`config.mk`:
```
export PLATFORM = sky130hd
export DESIGN_NAME = pong_game_ctrl_flat
export DESIGN_NICKNAME = d
export VERILOG_FILES = /design/src/rtl/pong_pkg.sv /design/src/rtl/pong_game_ctrl_if.sv /design/src/rtl/pong_tick_gen.sv /design/src/rtl/pong_game_ctrl.sv /design/src/flat_wrapper.sv
export SDC_FILE = /design/constraint.sdc
export NUM_CORES = 1
export LEC_CHECK = 0
export ABC_AREA = 1
export ABC_CLOCK_PERIOD_IN_PS = 2480
export BUFFER_PORTS_ARGS = -buffer_cell sky130_fd_sc_hd__buf_2
export CELL_PAD_IN_SITES_DETAIL_PLACEMENT = 1
export CELL_PAD_IN_SITES_GLOBAL_PLACEMENT = 1
export CORE_MARGIN = 2
export CORE_UTILIZATION = 25
export DETAILED_ROUTE_END_ITERATION = 8
export PLACE_DENSITY = 0.6
export SETUP_SLACK_MARGIN = 0.4
export SYNTH_ARGS = -nofsm -noshare
export SYNTH_HDL_FRONTEND = slang
export SYNTH_HIERARCHICAL = 1
export SYNTH_SLANG_ARGS = --single-unit
```
`constraint.sdc`:
```
create_clock -name clk -period 2.48 [get_ports clk]
set_input_delay 0.372 -clock clk [delete_from_list [all_inputs] [get_ports clk]]
set_output_delay 0.372 -clock clk [all_outputs]
set_load 0.05 [all_outputs]
```
`src/rtl/pong_pkg.sv`:
```
// Shared constants, state encodings and small helpers for the Pong game controller.
package pong_pkg;

   localparam logic [2:0] IDLE      = 3'd0;
   localparam logic [2:0] SERVE     = 3'd1;
   localparam logic [2:0] PLAY      = 3'd2;
   localparam logic [2:0] POINT     = 3'd3;
   localparam logic [2:0] GAME_OVER = 3'd4;

   localparam int FIELD_W  = 64;
   localparam int FIELD_H  = 64;
   localparam int P1X      = 0;
   localparam int P2X      = 62;
   localparam int HIT_L    = 2;
   localparam int HIT_R    = 61;
   localparam int CENTRE_X = 31;
   localparam int CENTRE_Y = 34;
   localparam int PAD_LEN  = 6;

   typedef logic dir_t;
   localparam dir_t DX_RIGHT = 1'b0;
   localparam dir_t DX_LEFT  = 1'b1;
   localparam dir_t DY_DOWN  = 1'b0;
   localparam dir_t DY_UP    = 1'b1;

   typedef logic [1:0] player_t;
   localparam player_t WIN_NONE = 2'd0;
   localparam player_t WIN_P1   = 2'd1;
   localparam player_t WIN_P2   = 2'd2;

   // One paddle step, saturating at the legal rows; opposing buttons cancel.
   function automatic logic [5:0] pad_step(input logic [5:0] y, input logic up, input logic dn,
                                           input logic [5:0] lo, input logic [5:0] hi);
      logic [5:0] r;
      r = y;
      if (up && !dn)
         r = (y <= lo) ? lo : y - 6'd1;
      else if (dn && !up)
         r = (y >= hi) ? hi : y + 6'd1;
      return r;
   endfunction

   function automatic logic in_pad(input logic [5:0] ball_y, input logic [5:0] pad_y);
      return (ball_y >= pad_y) && ({1'b0, ball_y} <= {1'b0, pad_y} + 7'(PAD_LEN - 1));
   endfunction

endpackage

```
`src/rtl/pong_game_ctrl_if.sv`:
```
// Player controls in, renderer-facing game state out.
interface pong_game_ctrl_if;
   logic       start;
   logic       p1_up;
   logic       p1_dn;
   logic       p2_up;
   logic       p2_dn;
   logic [5:0] bx;
   logic [5:0] by;
   logic [5:0] p1y;
   logic [5:0] p2y;
   logic [2:0] sc1;
   logic [2:0] sc2;
   logic [2:0] state;
   logic [1:0] winner;
   logic       tick;

   modport master (
      output start, p1_up, p1_dn, p2_up, p2_dn,
      input  bx, by, p1y, p2y, sc1, sc2, state, winner, tick
   );

   modport slave (
      input  start, p1_up, p1_dn, p2_up, p2_dn,
      output bx, by, p1y, p2y, sc1, sc2, state, winner, tick
   );
endinterface

```
`src/rtl/pong_tick_gen.sv`:
```
// Divides the system clock down to the game tick: a one-clock pulse every TICK_DIV clocks.
module pong_tick_gen #(
   parameter int TICK_DIV = 1_000_000
) (
   input  logic clk,
   input  logic rst_n,
   output logic tick
);

   localparam int CW = $clog2(TICK_DIV);
   localparam logic [CW-1:0] LAST = CW'(TICK_DIV - 1);

   logic [CW-1:0] cnt;

   always_ff @(posedge clk or negedge rst_n) begin
      if (!rst_n)
         cnt <= '0;
      else if (cnt == LAST)
         cnt <= '0;
      else
         cnt <= cnt + CW'(1);
   end

   assign tick = (cnt == LAST);

endmodule

```
`src/rtl/pong_game_ctrl.sv`:
```
// Pong game sequencer: ball motion, paddle clamping, scoring and serve/point/game-over flow.
module pong_game_ctrl
   import pong_pkg::*;
#(
   parameter int TICK_DIV    = 1_000_000,
   parameter int SERVE_TICKS = 32,
   parameter int WIN_SCORE   = 7,
   parameter int PAD_MIN     = 5,
   parameter int PAD_MAX     = 58
) (
   input logic             clk,
   input logic             rst_n,
   pong_game_ctrl_if.slave io
);

   localparam int SW = $clog2(SERVE_TICKS + 1);
   localparam logic [SW-1:0] SRV_LAST = SW'(SERVE_TICKS - 1);
   localparam logic [5:0] PMIN   = 6'(PAD_MIN);
   localparam logic [5:0] PMAX   = 6'(PAD_MAX);
   localparam logic [5:0] CX     = 6'(CENTRE_X);
   localparam logic [5:0] CY     = 6'(CENTRE_Y);
   localparam logic [5:0] XL     = 6'(HIT_L);
   localparam logic [5:0] XR     = 6'(HIT_R);
   localparam logic [5:0] BOTTOM = 6'(FIELD_H - 1);
   localparam logic [2:0] WIN    = 3'(WIN_SCORE);

   logic          tick;
   logic [2:0]    st;
   logic [5:0]    bx_q, by_q, p1y_q, p2y_q;
   logic [2:0]    sc1_q, sc2_q;
   player_t       win_q, scorer;
   dir_t          dx, dy;
   logic [SW-1:0] srv_cnt;

   logic [5:0]    nbx, nby;
   dir_t          ndx, ndy;
   logic          miss;
   player_t       miss_scorer;
   logic [2:0]    nsc;

   pong_tick_gen #(.TICK_DIV(TICK_DIV)) u_tick (
      .clk   (clk),
      .rst_n (rst_n),
      .tick  (tick)
   );

   // Candidate ball move for this tick; paddle hits use the pre-tick row and paddles.
   always_comb begin
      nby         = by_q;
      ndy         = dy;
      nbx         = bx_q;
      ndx         = dx;
      miss        = 1'b0;
      miss_scorer = WIN_NONE;
      if (dy == DY_DOWN) begin
         if (by_q == BOTTOM) begin
            nby = BOTTOM - 6'd1;
            ndy = DY_UP;
         end else begin
            nby = by_q + 6'd1;
         end
      end else begin
         if (by_q == PMIN) begin
            nby = PMIN + 6'd1;
            ndy = DY_DOWN;
         end else begin
            nby = by_q - 6'd1;
         end
      end
      if (dx == DX_LEFT) begin
         if (bx_q == XL) begin
            if (in_pad(by_q, p1y_q)) begin
               nbx = XL + 6'd1;
               ndx = DX_RIGHT;
            end else begin
               miss        = 1'b1;
               miss_scorer = WIN_P2;
            end
         end else begin
            nbx = bx_q - 6'd1;
         end
      end else begin
         if (bx_q == XR) begin
            if (in_pad(by_q, p2y_q)) begin
               nbx = XR - 6'd1;
               ndx = DX_LEFT;
            end else begin
               miss        = 1'b1;
               miss_scorer = WIN_P1;
            end
         end else begin
            nbx = bx_q + 6'd1;
         end
      end
      nsc = ((scorer == WIN_P2) ? sc2_q : sc1_q) + 3'd1;
   end

   always_ff @(posedge clk or negedge rst_n) begin
      if (!rst_n) begin
         st      <= IDLE;
         bx_q    <= CX;
         by_q    <= CY;
         p1y_q   <= 6'd31;
         p2y_q   <= 6'd31;
         sc1_q   <= '0;
         sc2_q   <= '0;
         win_q   <= WIN_NONE;
         scorer  <= WIN_NONE;
         dx      <= DX_RIGHT;
         dy      <= DY_DOWN;
         srv_cnt <= '0;
      end else begin
         if (tick && st != IDLE && st != GAME_OVER) begin
            p1y_q <= pad_step(p1y_q, io.p1_up, io.p1_dn, PMIN, PMAX);
            p2y_q <= pad_step(p2y_q, io.p2_up, io.p2_dn, PMIN, PMAX);
         end
         case (st)
            IDLE, GAME_OVER: begin
               if (io.start) begin
                  st      <= SERVE;
                  sc1_q   <= '0;
                  sc2_q   <= '0;
                  win_q   <= WIN_NONE;
                  bx_q    <= CX;
                  by_q    <= CY;
                  dx      <= DX_RIGHT;
                  srv_cnt <= '0;
               end
            end
            SERVE: begin
               if (tick) begin
                  if (srv_cnt == SRV_LAST) begin
                     srv_cnt <= '0;
                     st      <= PLAY;
                  end else begin
                     srv_cnt <= srv_cnt + SW'(1);
                  end
               end
            end
            PLAY: begin
               if (tick) begin
                  if (miss) begin
                     st     <= POINT;
                     scorer <= miss_scorer;
                  end else begin
                     bx_q <= nbx;
                     by_q <= nby;
                     dx   <= ndx;
                     dy   <= ndy;
                  end
               end
            end
            POINT: begin
               if (scorer == WIN_P2)
                  sc2_q <= nsc;
               else
                  sc1_q <= nsc;
               if (nsc == WIN) begin
                  win_q <= scorer;
                  st    <= GAME_OVER;
               end else begin
                  bx_q <= CX;
                  by_q <= CY;
                  dx   <= (scorer == WIN_P2) ? DX_LEFT : DX_RIGHT;
                  st   <= SERVE;
               end
            end
            default: st <= IDLE;
         endcase
      end
   end

   assign io.bx     = bx_q;
   assign io.by     = by_q;
   assign io.p1y    = p1y_q;
   assign io.p2y    = p2y_q;
   assign io.sc1    = sc1_q;
   assign io.sc2    = sc2_q;
   assign io.state  = st;
   assign io.winner = win_q;
   assign io.tick   = tick;

endmodule
```
`src/flat_wrapper.sv`:
```
// flat-port wrapper written by rule: the top's interface ports become plain ports
module pong_game_ctrl_flat import pong_pkg::*;
#(
   parameter int TICK_DIV    = 1_000_000,
   parameter int SERVE_TICKS = 32,
   parameter int WIN_SCORE   = 7,
   parameter int PAD_MIN     = 5,
   parameter int PAD_MAX     = 58
)
  (clk, rst_n, io_start, io_p1_up, io_p1_dn, io_p2_up, io_p2_dn, io_bx, io_by, io_p1y, io_p2y, io_sc1, io_sc2, io_state, io_winner, io_tick);
  pong_game_ctrl_if io_i ();
  input logic clk;
  input logic rst_n;
  input wire logic [$bits(io_i.start)-1:0] io_start;
  input wire logic [$bits(io_i.p1_up)-1:0] io_p1_up;
  input wire logic [$bits(io_i.p1_dn)-1:0] io_p1_dn;
  input wire logic [$bits(io_i.p2_up)-1:0] io_p2_up;
  input wire logic [$bits(io_i.p2_dn)-1:0] io_p2_dn;
  output wire logic [$bits(io_i.bx)-1:0] io_bx;
  output wire logic [$bits(io_i.by)-1:0] io_by;
  output wire logic [$bits(io_i.p1y)-1:0] io_p1y;
  output wire logic [$bits(io_i.p2y)-1:0] io_p2y;
  output wire logic [$bits(io_i.sc1)-1:0] io_sc1;
  output wire logic [$bits(io_i.sc2)-1:0] io_sc2;
  output wire logic [$bits(io_i.state)-1:0] io_state;
  output wire logic [$bits(io_i.winner)-1:0] io_winner;
  output wire logic [$bits(io_i.tick)-1:0] io_tick;
  assign io_i.start = io_start;
  assign io_i.p1_up = io_p1_up;
  assign io_i.p1_dn = io_p1_dn;
  assign io_i.p2_up = io_p2_up;
  assign io_i.p2_dn = io_p2_dn;
  assign io_bx = io_i.bx;
  assign io_by = io_i.by;
  assign io_p1y = io_i.p1y;
  assign io_p2y = io_i.p2y;
  assign io_sc1 = io_i.sc1;
  assign io_sc2 = io_i.sc2;
  assign io_state = io_i.state;
  assign io_winner = io_i.winner;
  assign io_tick = io_i.tick;
  pong_game_ctrl #(.TICK_DIV(TICK_DIV), .SERVE_TICKS(SERVE_TICKS), .WIN_SCORE(WIN_SCORE), .PAD_MIN(PAD_MIN), .PAD_MAX(PAD_MAX)) u_core (.clk(clk), .rst_n(rst_n), .io(io_i));
endmodule
```
==> key figures <==
Yosys
  • Post-synthesis simple-gate area fraction: a little under a third
  • Xor and xnor area share after synthesis: 5.46%
  • #FFs+latches synth: 65
  • Adder-cell area share of the yosys netlist: between 10% and 20%
  • Largest family of logic cells by synthesized area: simple AND/OR/NAND/NOR gates
  • Register area share after synthesis: about a third
  • Async set-reset flop share out of synthesis: between 90% and 100%
  • Mapped Area: 5110 um^2
  • Syn Inst Count: 710
  • Yosys warns: 6
  • Post-Synthesis Net Count: 762
  • Post-synth EDFFs: 0
  • Synth cell types: 43
  • Mux cell area share after synthesis: 0%
  • Primary FF master, synth: dfrtp_1
  • Compound-Gate Fraction of Synth Area: 11.9%
  • Mean area per synthesized cell: 7.20 um^2

Setup path
  • Critical path class: flip-flop to flip-flop
  • Critical path launch point type: flip-flop
  • Worst Path Arrival: 2760 ps
  • Critical Path Fanout Max: 3
  • Delay-heaviest family, CP: simple AND/OR/NAND/NOR gates
  • CP endpoint kind: flip-flop
  • Worst path max stage delay: roughly 650 ps
  • Req. time, crit path: 2750 ps
  • Most frequent CP cell: nand2_1
  • CP bufs+invs: 0
  • CP Cell Sequence: ha_4 > nor2_4 > nor2_2 > xor2_1 > ha_1 > nand2_1 > nand2_2 > a21oi_2 > nand2_1 > nand2_2 > nand2_2 > nand2_4 > nand2_8 > a21oi_1 > nand2_1 > nand2_1
  • Slowest library cell on the worst path: dfstp_4

Global route
  • Number of global-route vias before repair: 5,192
  • Largest net degree at the start of global routing: 66
  • Total GRT Usage: 15.2%
  • First-pass GRT wire length: 26.5 mm
  • Initial antenna violation count: 0
  • Total grt overflow: 0

Power and ir drop
  • Comb pwr share: ~47%
  • Power density over the cells: between 700 and 800 nW/um^2
  • Seq pwr share: roughly 28%
  • VDD IR max: around 0.57 mV
  • Static Leak: 3.31 nW
  • P_sw: 0.00242 W
  • Sw frac: approximately 45%
  • Clk network pwr share: 25.2%
  • Int Pwr: 0.00298 W
  • Tot Pwr: 0.00540 W

STA
  • Slew Limit Fails: 0
  • Worst Skew: ~6.5 ps
  • Setup ws final: -2.11 ps
  • Hold Fails Final Rpt: 0
  • Slew headroom: 67.8%
  • Period Utilization, post-route: 100%
  • F_max: 403 MHz
  • Minimum clock period: 2480 ps
  • Least-Margin Pin Slew: 483 ps
  • Setup violations, final: 1
  • RSZ-0062 raised after global routing: true

Routing
  • First-pass DRT Iterations: 4
  • Antenna-violating nets left: 0
  • Vias: 4,947
  • Post-Route M1 WL: around 7.7 mm
  • WL met2: between 7 and 8 mm
  • Vias per inst: about 4.5
  • Detailed-route wire length per cell: 14.3 um
  • Post-Route WL: 15.6 mm
  • Post-route DRC: 0
  • Highest metal used: met4
  • Initial DRC count: 147
  • Routed length on met3: approximately 300 um

Clocking
  • Buffer depth of the longest clock path: 2
  • Clock Pin Slew Worst Setup and Hold Paths: 50 ps
  • CTS buffer count: 9
  • Worst skew pair latency: 340 ps
  • # H-tree levels: 3
  • CTS Sinks: 65
  • TritonCTS clock tree: built
  • Clock root cell: clkbuf_16

Place
  • DP HPWL: 11.8 mm
  • Final RePlAce weighted congestion: 0.785
  • Port bufs: 42
  • Placed cell areas: 6020 um^2

Floorplanning
  • Die extent in x: 147 um
  • Row Count: 52
  • Starting density of the core: roughly 25%
  • CORE AREA: 20,200 um^2
  • Die area: about 22,000 um^2
  • Die Ht: 147 um
  • Top Ports: 43

Layout
  • Design Area, Final: around 6800 um^2
  • Antenna fix cells: 0
  • Share of layout cells above drive strength 1: about 29%
  • Layout area overhead: 32.5%
  • Final net count: approximately 870

Run status
  • Status: finished with violations
  • Failing checks: negative setup slack

Hold path
  • Worst min-delay path category: input pin to async pin

Flow run
  • Max-cap violation count: 0
## layout by cell type (no fill, tap or decap), drive strengths merged
master,instances
nand2,172
nor2,104
buf,104
inv,100
o21ai,52
nand3,52
dfrtp,48
ha,45
a21oi,31
xor2,27
dfstp,17
nor3,16
clkbuf,11
nand4,7
o211ai,6
a22oi,4
xnor2,4
a31oi,3
nand3b,3
bufinv,2
a21o,2
o31ai,2
o22ai,2
o21a,2
clkinvlp,1
clkinv,1
a21boi,1
o2111a,1
o2111ai,1
a32oi,1
and2,1
## Yosys cell counts, types with 3 or more instances
cell type / number / area (um^2)
a22oi_1: 4 / 30.0
nor2_1: 89 / 334
nand4_1: 7 / 43.8
a31oi_1: 3 / 18.8
nor2_2: 10 / 62.6
nand2_2: 14 / 87.6
dfstp_2: 17 / 447
inv_1: 94 / 353
nor3_1: 15 / 75.1
buf_2: 3 / 15.0
ha_1: 45 / 563
nand2_4: 3 / 33.8
nand2_1: 154 / 578
o21ai_1: 4 / 20.0
o21ai_0: 47 / 235
xnor2_1: 3 / 26.3
dfrtp_1: 48 / 1200
o211ai_1: 6 / 45.0
nand3_1: 50 / 250
xor2_1: 27 / 236
nor2_4: 5 / 56.3
a21oi_1: 30 / 150
inv_2: 5 / 18.8
## logic make-up (layout without fill, tap and decap cells)
logic type	count (synthesis)	in the layout
flip-flops	65	65
adder cells (fa/ha/maj)	45	45
XOR/XNOR	31	31
buffers and inverters	107	219
AO/OA/AOI/OAI	108	108
AND/OR/NAND/NOR	354	355
## power by group through the flow
stage | clock [W] | sequential [W] | combinational, W
3_3_place_gp | 0 | 0.00155 | 0.00230
5_1_grt | 0.00145 | 0.00157 | 0.00280
3_5_place_dp | 0 | 0.00154 | 0.00232
2_1_floorplan | 0 | 0.00190 | 0.00128
4_1_cts | 0.00141 | 0.00153 | 0.00247
6_report | 0.00136 | 0.00153 | 0.00251
## sequential cells by signal, indices dropped and copies added, names as in the netlist
name,cells
u_core/io.state,3
u_core/srv_cnt,6
u_core/io.bx,6
u_core/io.p1y,6
u_core/io.p2y,6
u_core/u_tick/cnt,20
u_core/dy,1
u_core/scorer,2
u_core/dx,1
u_core/io.sc1,3
u_core/io.winner,2
u_core/io.sc2,3
u_core/io.by,6
## path summary, 6_finish.rpt
| check | start | end | slack [ps] | cells after the start |
|---|---|---|---|---|
| setup / recovery | u_core/io.p1y[0] | u_core/dx | -2 | 16 |
| min in group clk | io_start | u_core/io.winner[1] | 460 | 4 |
| hold / removal | rst_n | u_core/io.p1y[5] | 60 | 2 |
| hold reg to reg | u_core/io.sc1[1] | u_core/io.sc1[1] | 500 | 2 |
| setup reg to reg | u_core/io.p1y[0] | u_core/dx | -2 | 16 |
| max in group asynchronous | rst_n | u_core/io.p2y[4] | 2080 | 2 |
## area by class of cell
class,instances,area (um^2)
Clock buffer,11,233
Fill cell,2512,13400
Inverter,101,397
Clock inverter,3,67.6
Timing Repair Buffer,104,727
Multi-Input combinational cell,539,3340
Sequential cell,65,1680
Tap cell,270,338
## timing repair
action / 4_1_cts / 5_1_grt
endpoints found under the setup margin: 24 / 26
setup buffers: 11 / 8
hold buffers: 0 / 0
gates resized for setup: 44 / 33
gates cloned: 2 / 0
pin swaps: 34 / 11
## metal layers
metal	up-vias	track usage, %
li1	2517	-
met4	0	3.56
met2	48	25.2
met1	2373	20.6
met5	-	0
met3	9	2.58
## worst register-to-register path: stages (launching register included)
cell and delay, ps:
dfstp_4 650, ha_4 150, nor2_4 40, nor2_2 100, xor2_1 150, ha_1 260
nand2_1 80, nand2_2 60, a21oi_2 130, nand2_1 70, nand2_2 80, nand2_2 70
nand2_4 110, nand2_8 80, a21oi_1 220, nand2_1 90, nand2_1 70
## stage by stage
stage	TNS, ps	utilization, %	std cells	hold slack [ps]	setup slack [ps]
after CTS	0	32.7	1085	61.0	15.0
after global routing	-2580	33.6	1093	83.3	-178
final	-2.11	33.6	1093	57.0	-2.11
after detailed placement	-87.6	29.9	1058	433	-20.4
after global placement	-12.5	29.9	1058	432	-6.35
after floorplan	-53.0	-	710	76.4	-23.9
No activity file was read; power rests on OpenSTA's default activity.
